File: src/rtl/dtlb_pkg.sv
// Shared definitions for the data-TLB: PTE layout, walker state encoding and
// the PPN width derivation used by both the CAM and the walker.
package dtlb_pkg;

    localparam int PTE_VALID = 15;
    localparam int PTE_WR    = 14;

    typedef enum logic [1:0] {
        IDLE,
        WALK,
        FAULT
    } state_t;

    function automatic int ppn_width(input int paddr_width, input int page_offset);
        return paddr_width - page_offset;
    endfunction

endpackage

File: src/rtl/dtlb_cam.sv
// Fully-associative translation store with two lookup ports, one refill port,
// flush, and victim selection (first invalid entry, else round-robin pointer).
module dtlb_cam
    import dtlb_pkg::*;
#(
    parameter int VPN_W       = 9,
    parameter int PPN_W       = 9,
    parameter int NUM_ENTRIES = 8
) (
    input  logic             clk,
    input  logic             reset,
    input  logic             flush,
    input  logic [VPN_W-1:0] lookup_vpn0,
    input  logic [VPN_W-1:0] lookup_vpn1,
    output logic             match0,
    output logic             match1,
    output logic [PPN_W-1:0] ppn0,
    output logic [PPN_W-1:0] ppn1,
    output logic             wr0,
    output logic             wr1,
    input  logic             write_en,
    input  logic [VPN_W-1:0] write_vpn,
    input  logic [PPN_W-1:0] write_ppn,
    input  logic             write_wr
);

    localparam int IDX_W = $clog2(NUM_ENTRIES);

    logic [NUM_ENTRIES-1:0] valid;
    logic [VPN_W-1:0]       vpn_tab [NUM_ENTRIES];
    logic [PPN_W-1:0]       ppn_tab [NUM_ENTRIES];
    logic [NUM_ENTRIES-1:0] wr_tab;
    logic [IDX_W-1:0]       rr_ptr;
    logic [IDX_W-1:0]       victim;
    logic                   victim_from_ptr;

    always_comb begin
        match0 = 1'b0;
        match1 = 1'b0;
        ppn0   = '0;
        ppn1   = '0;
        wr0    = 1'b0;
        wr1    = 1'b0;
        for (int i = 0; i < NUM_ENTRIES; i++) begin
            if (valid[i] && vpn_tab[i] == lookup_vpn0) begin
                match0 = 1'b1;
                ppn0   = ppn_tab[i];
                wr0    = wr_tab[i];
            end
            if (valid[i] && vpn_tab[i] == lookup_vpn1) begin
                match1 = 1'b1;
                ppn1   = ppn_tab[i];
                wr1    = wr_tab[i];
            end
        end
    end

    // Descending scan so the lowest-index invalid entry is the one that sticks.
    always_comb begin
        victim          = rr_ptr;
        victim_from_ptr = 1'b1;
        for (int i = NUM_ENTRIES - 1; i >= 0; i--) begin
            if (!valid[i]) begin
                victim          = IDX_W'(i);
                victim_from_ptr = 1'b0;
            end
        end
    end

    always_ff @(posedge clk) begin
        if (reset || flush) begin
            valid  <= '0;
            rr_ptr <= '0;
        end else if (write_en) begin
            valid[victim] <= 1'b1;
            if (victim_from_ptr)
                rr_ptr <= rr_ptr + 1'b1;
        end
    end

    always_ff @(posedge clk) begin
        if (write_en && !flush && !reset) begin
            vpn_tab[victim] <= write_vpn;
            ppn_tab[victim] <= write_ppn;
            wr_tab[victim]  <= write_wr;
        end
    end

endmodule

File: src/rtl/dtlb_walk_unit.sv
// Data-TLB for the memory stage: same-cycle translation of both bytes of an
// access, page-table walk on miss through the arbiter, and permission faults.
module dtlb_walk_unit
    import dtlb_pkg::*;
#(
    parameter int          VADDR_WIDTH = 16,
    parameter int          PADDR_WIDTH = 16,
    parameter int          PAGE_OFFSET = 7,
    parameter int          NUM_ENTRIES = 8,
    parameter logic [15:0] PT_BASE     = 16'hF000
) (
    input  logic                   clk,
    input  logic                   reset,
    input  logic                   req_valid,
    input  logic [VADDR_WIDTH-1:0] req_vaddr,
    input  logic                   req_word,
    input  logic                   req_we,
    input  logic                   flush,
    output logic                   stall,
    output logic                   hit,
    output logic [PADDR_WIDTH-1:0] paddr0,
    output logic [PADDR_WIDTH-1:0] paddr1,
    output logic                   fault,
    output logic [VADDR_WIDTH-1:0] fault_vaddr,
    output logic                   pet_arb,
    output logic [15:0]            addr_arb,
    input  logic                   ready_arb,
    input  logic [15:0]            rdata_arb
);

    localparam int PPN_W = ppn_width(PADDR_WIDTH, PAGE_OFFSET);
    localparam int VPN_W = VADDR_WIDTH - PAGE_OFFSET;

    state_t state, state_next;

    logic [VADDR_WIDTH-1:0] vaddr1;
    logic [VPN_W-1:0]       vpn0, vpn1, walk_vpn, walk_target, fault_vpn;
    logic                   match0, match1, wr0, wr1;
    logic [PPN_W-1:0]       ppn0, ppn1;
    logic                   walk_load, cam_we;
    logic                   unused_pte;

    assign vaddr1 = req_vaddr + 1'b1;
    assign vpn0   = req_vaddr[VADDR_WIDTH-1:PAGE_OFFSET];
    assign vpn1   = vaddr1[VADDR_WIDTH-1:PAGE_OFFSET];

    dtlb_cam #(
        .VPN_W       (VPN_W),
        .PPN_W       (PPN_W),
        .NUM_ENTRIES (NUM_ENTRIES)
    ) u_cam (
        .clk         (clk),
        .reset       (reset),
        .flush       (flush),
        .lookup_vpn0 (vpn0),
        .lookup_vpn1 (vpn1),
        .match0      (match0),
        .match1      (match1),
        .ppn0        (ppn0),
        .ppn1        (ppn1),
        .wr0         (wr0),
        .wr1         (wr1),
        .write_en    (cam_we),
        .write_vpn   (walk_vpn),
        .write_ppn   (rdata_arb[PPN_W-1:0]),
        .write_wr    (rdata_arb[PTE_WR])
    );

    always_ff @(posedge clk) begin
        if (reset) begin
            state    <= IDLE;
            walk_vpn <= '0;
        end else begin
            state <= state_next;
            if (walk_load)
                walk_vpn <= walk_target;
        end
    end

    // Page 0 is resolved (miss or permission) before page 1 so faults stay precise.
    always_comb begin
        state_next  = state;
        stall       = 1'b0;
        hit         = 1'b0;
        fault       = 1'b0;
        fault_vpn   = '0;
        walk_load   = 1'b0;
        walk_target = vpn0;
        pet_arb     = 1'b0;
        cam_we      = 1'b0;
        case (state)
            IDLE: begin
                if (req_valid) begin
                    if (!match0) begin
                        walk_load   = 1'b1;
                        walk_target = vpn0;
                    end else if (req_we && !wr0) begin
                        fault     = 1'b1;
                        fault_vpn = vpn0;
                    end else if (req_word && !match1) begin
                        walk_load   = 1'b1;
                        walk_target = vpn1;
                    end else if (req_word && req_we && !wr1) begin
                        fault     = 1'b1;
                        fault_vpn = vpn1;
                    end else begin
                        hit = 1'b1;
                    end
                    if (walk_load) begin
                        stall      = 1'b1;
                        state_next = WALK;
                    end
                end
            end
            WALK: begin
                stall   = 1'b1;
                pet_arb = 1'b1;
                if (ready_arb) begin
                    if (rdata_arb[PTE_VALID]) begin
                        cam_we     = 1'b1;
                        state_next = IDLE;
                    end else begin
                        state_next = FAULT;
                    end
                end
            end
            FAULT: begin
                fault      = 1'b1;
                fault_vpn  = walk_vpn;
                state_next = IDLE;
            end
            default: state_next = IDLE;
        endcase
    end

    assign fault_vaddr = {fault_vpn, {PAGE_OFFSET{1'b0}}};
    assign addr_arb    = pet_arb ? PT_BASE + 16'({walk_vpn, 1'b0}) : 16'h0000;
    assign paddr0      = match0 ? {ppn0, req_vaddr[PAGE_OFFSET-1:0]} : '0;
    assign paddr1      = match1 ? {ppn1, vaddr1[PAGE_OFFSET-1:0]} : '0;

    // PTE bits between the permission flags and the PPN are reserved.
    assign unused_pte = ^rdata_arb;

endmodule

File: config.mk
export PLATFORM = sky130hd
export DESIGN_NAME = dtlb_walk_unit
export DESIGN_NICKNAME = d
export VERILOG_FILES = /design/src/rtl/dtlb_pkg.sv /design/src/rtl/dtlb_cam.sv /design/src/rtl/dtlb_walk_unit.sv
export SDC_FILE = /design/constraint.sdc
export NUM_CORES = 1
export LEC_CHECK = 0
export CAP_MARGIN = 10
export CORE_ASPECT_RATIO = 2
export CORE_MARGIN = 2
export CORE_UTILIZATION = 50
export CTS_CLUSTER_DIAMETER = 100
export CTS_CLUSTER_SIZE = 8
export DETAILED_ROUTE_END_ITERATION = 8
export HOLD_SLACK_MARGIN = 0.03
export PLACE_DENSITY = 0.72
export SETUP_SLACK_MARGIN = 0.02
export SLEW_MARGIN = 20
export SYNTH_ARGS = -nofsm -noshare
export SYNTH_HDL_FRONTEND = slang
export SYNTH_SLANG_ARGS = --single-unit
export TNS_END_PERCENT = 1
File: constraint.sdc
create_clock -name clk -period 5.38 [get_ports clk]
set_clock_uncertainty 0.1 [all_clocks]
set_input_delay 0.807 -clock clk [delete_from_list [all_inputs] [get_ports clk]]
set_output_delay 0.807 -clock clk [all_outputs]
set_load 0.05 [all_outputs]
==> summary.txt, run 1 <==
GRT
  • Largest net degree at the start of global routing: 21
  • First-pass GRT wire length: 50100 um
  • Tot GR Track Use: 0.311
  • Antenna violations before repair: 0
  • Number of global-route vias before repair: 9026
  • Grt total ovfl: 0

Pwr
  • Pwr Total: 3.10 mW
  • Peak VDD IR: 0.236 mV
  • Pwr dens: 230 nW/um2
  • Leak Pwr: 4.92 nW

Synthesis
  • Top cell type's share of synthesized area: 0.451
  • Netlist cell types: 73
  • Seq/Total Area, Yosys: 0.494
  • Post-Syn Instances: 973
  • Biggest area consumer among synthesized cells: edfxtp_1
  • EDFF count, synth: 152
  • Synth area leaders: edfxtp_1 45%, xnor2_1 8.2%, dfxtp_1 4.3%, nand2_1 3.5%, xor2_1 3.5%
  • Async SR Flop Fraction: 0
  • Top-count cell post-synth: edfxtp_1
  • Yosys warnings: 0
  • Synth Cell Area: 10100 um2
  • Avg Cell Area, Syn: 10.4 um2
  • Top_reg_cell synth: edfxtp_1
  • Commonest cells in the netlist: 152 x edfxtp_1, 95 x nand2_1, 95 x xnor2_1, 68 x a21oi_1, 56 x nor2_1
  • #FFs+latches synth: 174

Worst setup path
  • Worst path required time: 4470 ps
  • Worst EP arrival: 4340 ps
  • CP top delay family: buffers and inverters
  • CP max-delay cell: clkdlybuf4s50_1
  • Crit end category: output pin
  • Worst setup SP type: input port
  • Setup Crit Path Kind: input port to output pin
  • CP Buf/Inv Count: 6
  • Reg2reg setup slack: 1840 ps
  • Max incr delay on CP: 530 ps
  • Most numerous cell on the critical path: buf_4
  • CP cell instances: clkdlybuf4s50_1 -> buf_4 -> and3_1 -> nand3_1 -> buf_4 -> nor4b_1 -> o21a_1 -> o2111a_1 -> buf_4 -> nor3_2 -> and4_4 -> a211oi_2 -> nand2_1 -> o21ai_1 -> buf_4 -> buf_12
  • Worst Path Max Fanout: 7

Timing
  • Rel. slew slack: 0.394
  • Final slew viol count: 0
  • Crit path time final: 5250 ps
  • Least-Margin Pin Slew: 906 ps
  • Setup violators final: 0
  • Fin worst setup slack: 131 ps
  • Hold_ws: 479 ps
  • Fin. Hold Viols: 0
  • Achievable Freq: 0.191 GHz
  • RSZ-0062 raised after global routing: no
  • Crit share post-route: 0.976

Run status
  • Status: finished clean

Floorplan
  • Die span in x: 105 um
  • Core ar.: 19900 um2
  • Num ports: 107
  • Die height: 205 um
  • Cell Rows: 73
  • Initial Utilization: 0.509
  • Total die area: 21500 um2

Clock tree
  • Worst-skew pair later-pin latency: 430 ps
  • Number of buffers created by CTS: 17
  • Clock root buffer: clkbuf_16
  • # hold bufs at CTS: 0
  • Max clock buf depth: 2
  • CTS Sinks: 174
  • CTS tree: done
  • Worst-path clk slew: 60 ps
  • H-tree depth: 4

Drt
  • DR WL/cell: 23.1 um
  • Drt total wl: 33300 um
  • Vias: 8776
  • Vias per cell: 6.08
  • ANT nets after route: 0
  • DR pass1 iterations: 6
  • Initial DRC count: 809
  • DRC Markers: 0

Layout
  • Fin nets: 1209
  • Area grow syn2layout: 33.1%
  • Final core occ: 0.677
  • Antenna cells: 0
  • Layout cells sized above 1: 0.245
  • Final Cell Area: 13500 um2

Hold path
  • Hold/Removal Path Class: register to register

Place
  • Number of port buffers: 91
  • Area after DPL: 12600 um2
  • Routability cong.: 0.993
  • Pre-CTS setup slack: -84.8 ps
  • Post-DP HPWL: 25000 um

Flow run
  • Max cap viols: 0
## cell type report
class	instances	area (um2)
Multi-Input combinational cell	712	4920
Fill cell	1531	6430
Tap cell	262	328
Clock buffer	18	429
Inverter	26	97.6
Clock inverter	14	180
Timing Repair Buffer	237	2530
Sequential cell	174	5000
## state kept, by name (all words and copies together), names as in the netlist
register,count
state,2
u_cam.ppn_tab,72
u_cam.rr_ptr,3
u_cam.valid,8
u_cam.vpn_tab,72
u_cam.wr_tab,8
walk_vpn,9
## worst min-delay path, delay by kind of cell, from the launching register on
kind                      cells  cell delay (ps)
DFF                           1              330
and+or+nand+nor               1               40
xor gates and xnor gates      1              160
## power by group
group	internal (mW)	switching [mW]	total (mW)
logic	0.120	0.187	0.307
registers	1.48	0.0252	1.50
clock network	0.741	0.548	1.29
total	2.34	0.760	3.10
## per-stage QoR
step	TNS [ps]	cells
finish	0	1443
global route	0	1443
CTS	0	1439
detailed placement	-503	1407
global placement	-405	1407
floorplan	0	982
## kinds of logic (layout without fill, tap and decap cells)
family                     after synthesis  after routing  share of synthesized area
muxes                                    7              7                    0.00753
adders and majority gates                2              2                    0.00247
xor gates and xnor gates               135            135                      0.117
other                                    1             10                   0.000370
and+or+nand+nor                        353            353                      0.191
buffers and inverters                   96            295                     0.0471
DFF                                    174            174                      0.494
AOI/OAI and AO/OA                      205            205                      0.141
## worst paths after layout
| check | from | to | cells past startpoint |
|---|---|---|---|
| max | req_vaddr[6] | fault_vaddr[14] | 16 |
| min reg2reg | u_cam.rr_ptr[0] | u_cam.rr_ptr[0] | 2 |
| max reg2reg | u_cam.vpn_tab[3][7] | walk_vpn[6] | 11 |
| min | u_cam.rr_ptr[0] | u_cam.rr_ptr[0] | 2 |
## cells in the final DEF (no fill, tap or decap), types with 32 or more instances in the layout
master           count
edfxtp_1           152
buf_4              139
nand2_1             93
xnor2_1             90
a21oi_1             66
nor2_1              48
buf_12              48
nand3_1             44
xor2_1              39
clkdlybuf4s50_1     39
o211ai_1            32
## what timing repair did
action                                  4_1_cts  5_1_grt
endpoints found under the setup margin       11       24
resized for setup                             6       38
setup buffers                                 0        4
pin swaps                                     1        4
## metal layers
metal,GRT usage,up-vias,wire [um]
li1,-,3957,-
met1,0.312,4179,10900
met2,0.568,495,17800
met3,0.0412,145,1910
met4,0.251,0,2750
met5,0,-,0
Power figures use the tool's default switching activity.
==> run 2: changes to the inputs <==
Settings changed: CTS_BUF_LIST set to sky130_fd_sc_hd__clkbuf_16.
Clock period 5.38 ns to 6.1 ns, I/O delays scaled along.
==> run 2 against run 1 <==
  * Non-clock buffer count shrank 64
  * Register-to-register slack gained 750 ps
  * Core utilization shrank 3.8 points
  * Via count shrank 4.0%
==> summary.txt, run 2 (synthesized netlist as in run 1, its figures left out) <==
Run status
  • Status: finished clean

Worst setup path
  • Worst EP arrival: 4910 ps
  • Worst Path Max Fanout: 12
  • CP top delay family: compound AO/OA/AOI/OAI gates
  • Setup Crit Path Kind: input port to output pin
  • Most numerous cell on the critical path: buf_4
  • Max incr delay on CP: 570 ps
  • Crit end category: output pin
  • Worst r2r dst: walk_vpn[6]
  • Worst setup SP type: input port
  • Worst reg2reg path depth: 11
  • Worst path required time: 5080 ps
  • CP max-delay cell: clkdlybuf4s50_1
  • Reg2reg setup slack: 2590 ps
  • CP cell instances: clkdlybuf4s50_1 -> ha_1 -> nand3_2 -> nor4_2 -> buf_4 -> nor3b_1 -> a31oi_1 -> nor4_4 -> buf_4 -> nor2_1 -> nand3_1 -> a211oi_2 -> a21oi_1 -> o41ai_2 -> buf_12
  • Worst reg2reg path startpoint: u_cam.vpn_tab[4][7]
  • CP Buf/Inv Count: 4

GRT
  • Antenna violations before repair: 0
  • Number of global-route vias before repair: 8621
  • First-pass GRT wire length: 49100 um
  • Grt total ovfl: 0
  • Largest net degree at the start of global routing: 21
  • Tot GR Track Use: 0.308

Layout
  • Commonest cells after routing, fill and taps aside: 152 x edfxtp_1, 95 x xnor2_1, 95 x nand2_1
  • Top Registers: u_cam.ppn_tab (72), u_cam.vpn_tab (72), walk_vpn (9)
  • Most common cell after layout, fill and taps aside: edfxtp_1
  • Fin nets: 1145
  • Antenna cells: 0
  • Final core occ: 0.640
  • Layout cells sized above 1: 0.179
  • Area grow syn2layout: 25.7%
  • # fillers: 1626

Timing
  • Least-Margin Pin Slew: 951 ps
  • Setup violators final: 0
  • Final slew viol count: 0
  • Fin worst setup slack: 175 ps
  • Rel. slew slack: 0.364
  • Achievable Freq: 0.169 GHz
  • Crit path time final: 5930 ps
  • Crit share post-route: 0.971
  • Fin. Hold Viols: 0
  • RSZ-0062 raised after global routing: yes

Pwr
  • Internal power: 2.00 mW
  • Sequential Power Share: 0.504
  • Comb pwr share: 0.092
  • Net Sw Frac: 0.243
  • Leak Pwr: 4.42 nW
  • Psw: 0.640 mW
  • Pwr dens: 207 nW/um2
  • Peak VDD IR: 0.177 mV
  • Clock power share: 0.404

Place
  • Pre-CTS setup slack: 249 ps
  • Routability cong.: 0.936
  • Number of port buffers: 91
  • Post-DP HPWL: 24100 um

Drt
  • Initial DRC count: 624
  • DR WL/cell: 23.5 um
  • Drt total wl: 32400 um
  • DR pass1 iterations: 5
  • Vias per cell: 6.11
  • Vias: 8421
  • DRC Markers: 0
  • ANT nets after route: 0

Clock tree
  • H-tree depth: 4
  • Worst-skew pair later-pin latency: 430 ps
  • Clock root buffer: clkbuf_16
  • Worst-path clk slew: 60 ps
  • CTS tree: done
  • Number of buffers created by CTS: 17
  • Max clock buf depth: 2
  • CTS Sinks: 174

Floorplan
  • Cell Rows: 73
  • Total die area: 21500 um2
  • Core ar.: 19900 um2
  • Die span in x: 105 um
  • Die height: 205 um
  • Num ports: 107
  • Initial Utilization: 0.509

Hold path
  • Hold path depth: 2
  • HP Start: u_cam.rr_ptr[1]
  • Hold endpoint: u_cam.rr_ptr[1]
  • Hold/Removal Path Class: register to register

Flow run
  • Max cap viols: 0
[run 2: cell count changes in the layout (fill, tap and decap cells not counted), sizes merged]
| cell | previous run | this run |
|---|---|---|
| buf | 190 | 126 |
| bufinv | 3 | 2 |
| clkbuf | 18 | 17 |
| clkdlybuf4s50 | 39 | 47 |
| clkinv | 4 | 3 |
| clkinvlp | 1 | 5 |
| dlymetal6s2s | 8 | 0 |
| inv | 32 | 30 |
[run 2: power by group through the flow]
stage | logic, mW | clock network (mW) | registers (mW)
global placement | 0.235 | 0 | 1.35
finish | 0.243 | 1.07 | 1.33
CTS | 0.240 | 1.08 | 1.33
detailed placement | 0.238 | 0 | 1.35
global route | 0.257 | 1.13 | 1.33
floorplan | 0.160 | 0 | 1.34
[run 2: final cells by class]
type,count,area [um2],share of cell area
sequential,174,5000,0.393
inverter,26,97.6,0.00766
clock buffer,17,425,0.0334
clock inverter,14,148,0.0116
tap,262,328,0.0257
multi-input combinational,712,4740,0.372
timing repair buffer,173,1990,0.156
[run 2: worst max path at each step]
stage	from	end	slack, ps	cells past startpoint
final	req_vaddr[0]	fault	170	15
after global routing	req_vaddr[0]	fault	-6	14
after CTS	req_vaddr[0]	fault_vaddr[13]	230	14
after detailed placement	req_vaddr[0]	fault_vaddr[13]	250	14
after global placement	req_vaddr[0]	fault_vaddr[13]	300	14
after floorplan	req_vaddr[14]	fault	900	14
[run 2: timing repair]
action	in CTS	in global routing
resized for setup	0	1
buffers inserted	0	0
hold buffers	0	0
setup endpoints to repair	0	4
[run 2: worst register-to-register path, stage by stage (launching register included)]
cell and delay, ps:
edfxtp_1 380, xnor2_1 300, nor4bb_1 420, nand4_1 340
nor2b_1 280, o211ai_1 120, o2111a_1 270, o31ai_2 80
buf_4 200, nor3b_2 260, nand2_1 310, o221a_1 330
[run 2: metal layers]
layer  part of all wire  track usage  vias to the layer above
met4              0.082        0.235                        0
li1                   -            -                     3827
met5                  0            0                        -
met3              0.057       0.0421                      143
met2               0.53        0.567                      416
met1               0.33        0.309                     4035
[run 2: metrics by stage]
stage | TNS [ps] | total power [mW] | instance area (um2) | hold WS, ps | std cells
finish | 0 | 2.64 | 12700 | 460 | 1378
global route | -5.60 | 2.71 | 12700 | 483 | 1378
CTS | 0 | 2.64 | 12700 | 464 | 1378
detailed placement | 0 | 1.59 | 12200 | 451 | 1347
global placement | 0 | 1.59 | 12200 | 436 | 1347
floorplan | 0 | 1.50 | 10200 | 402 | 982
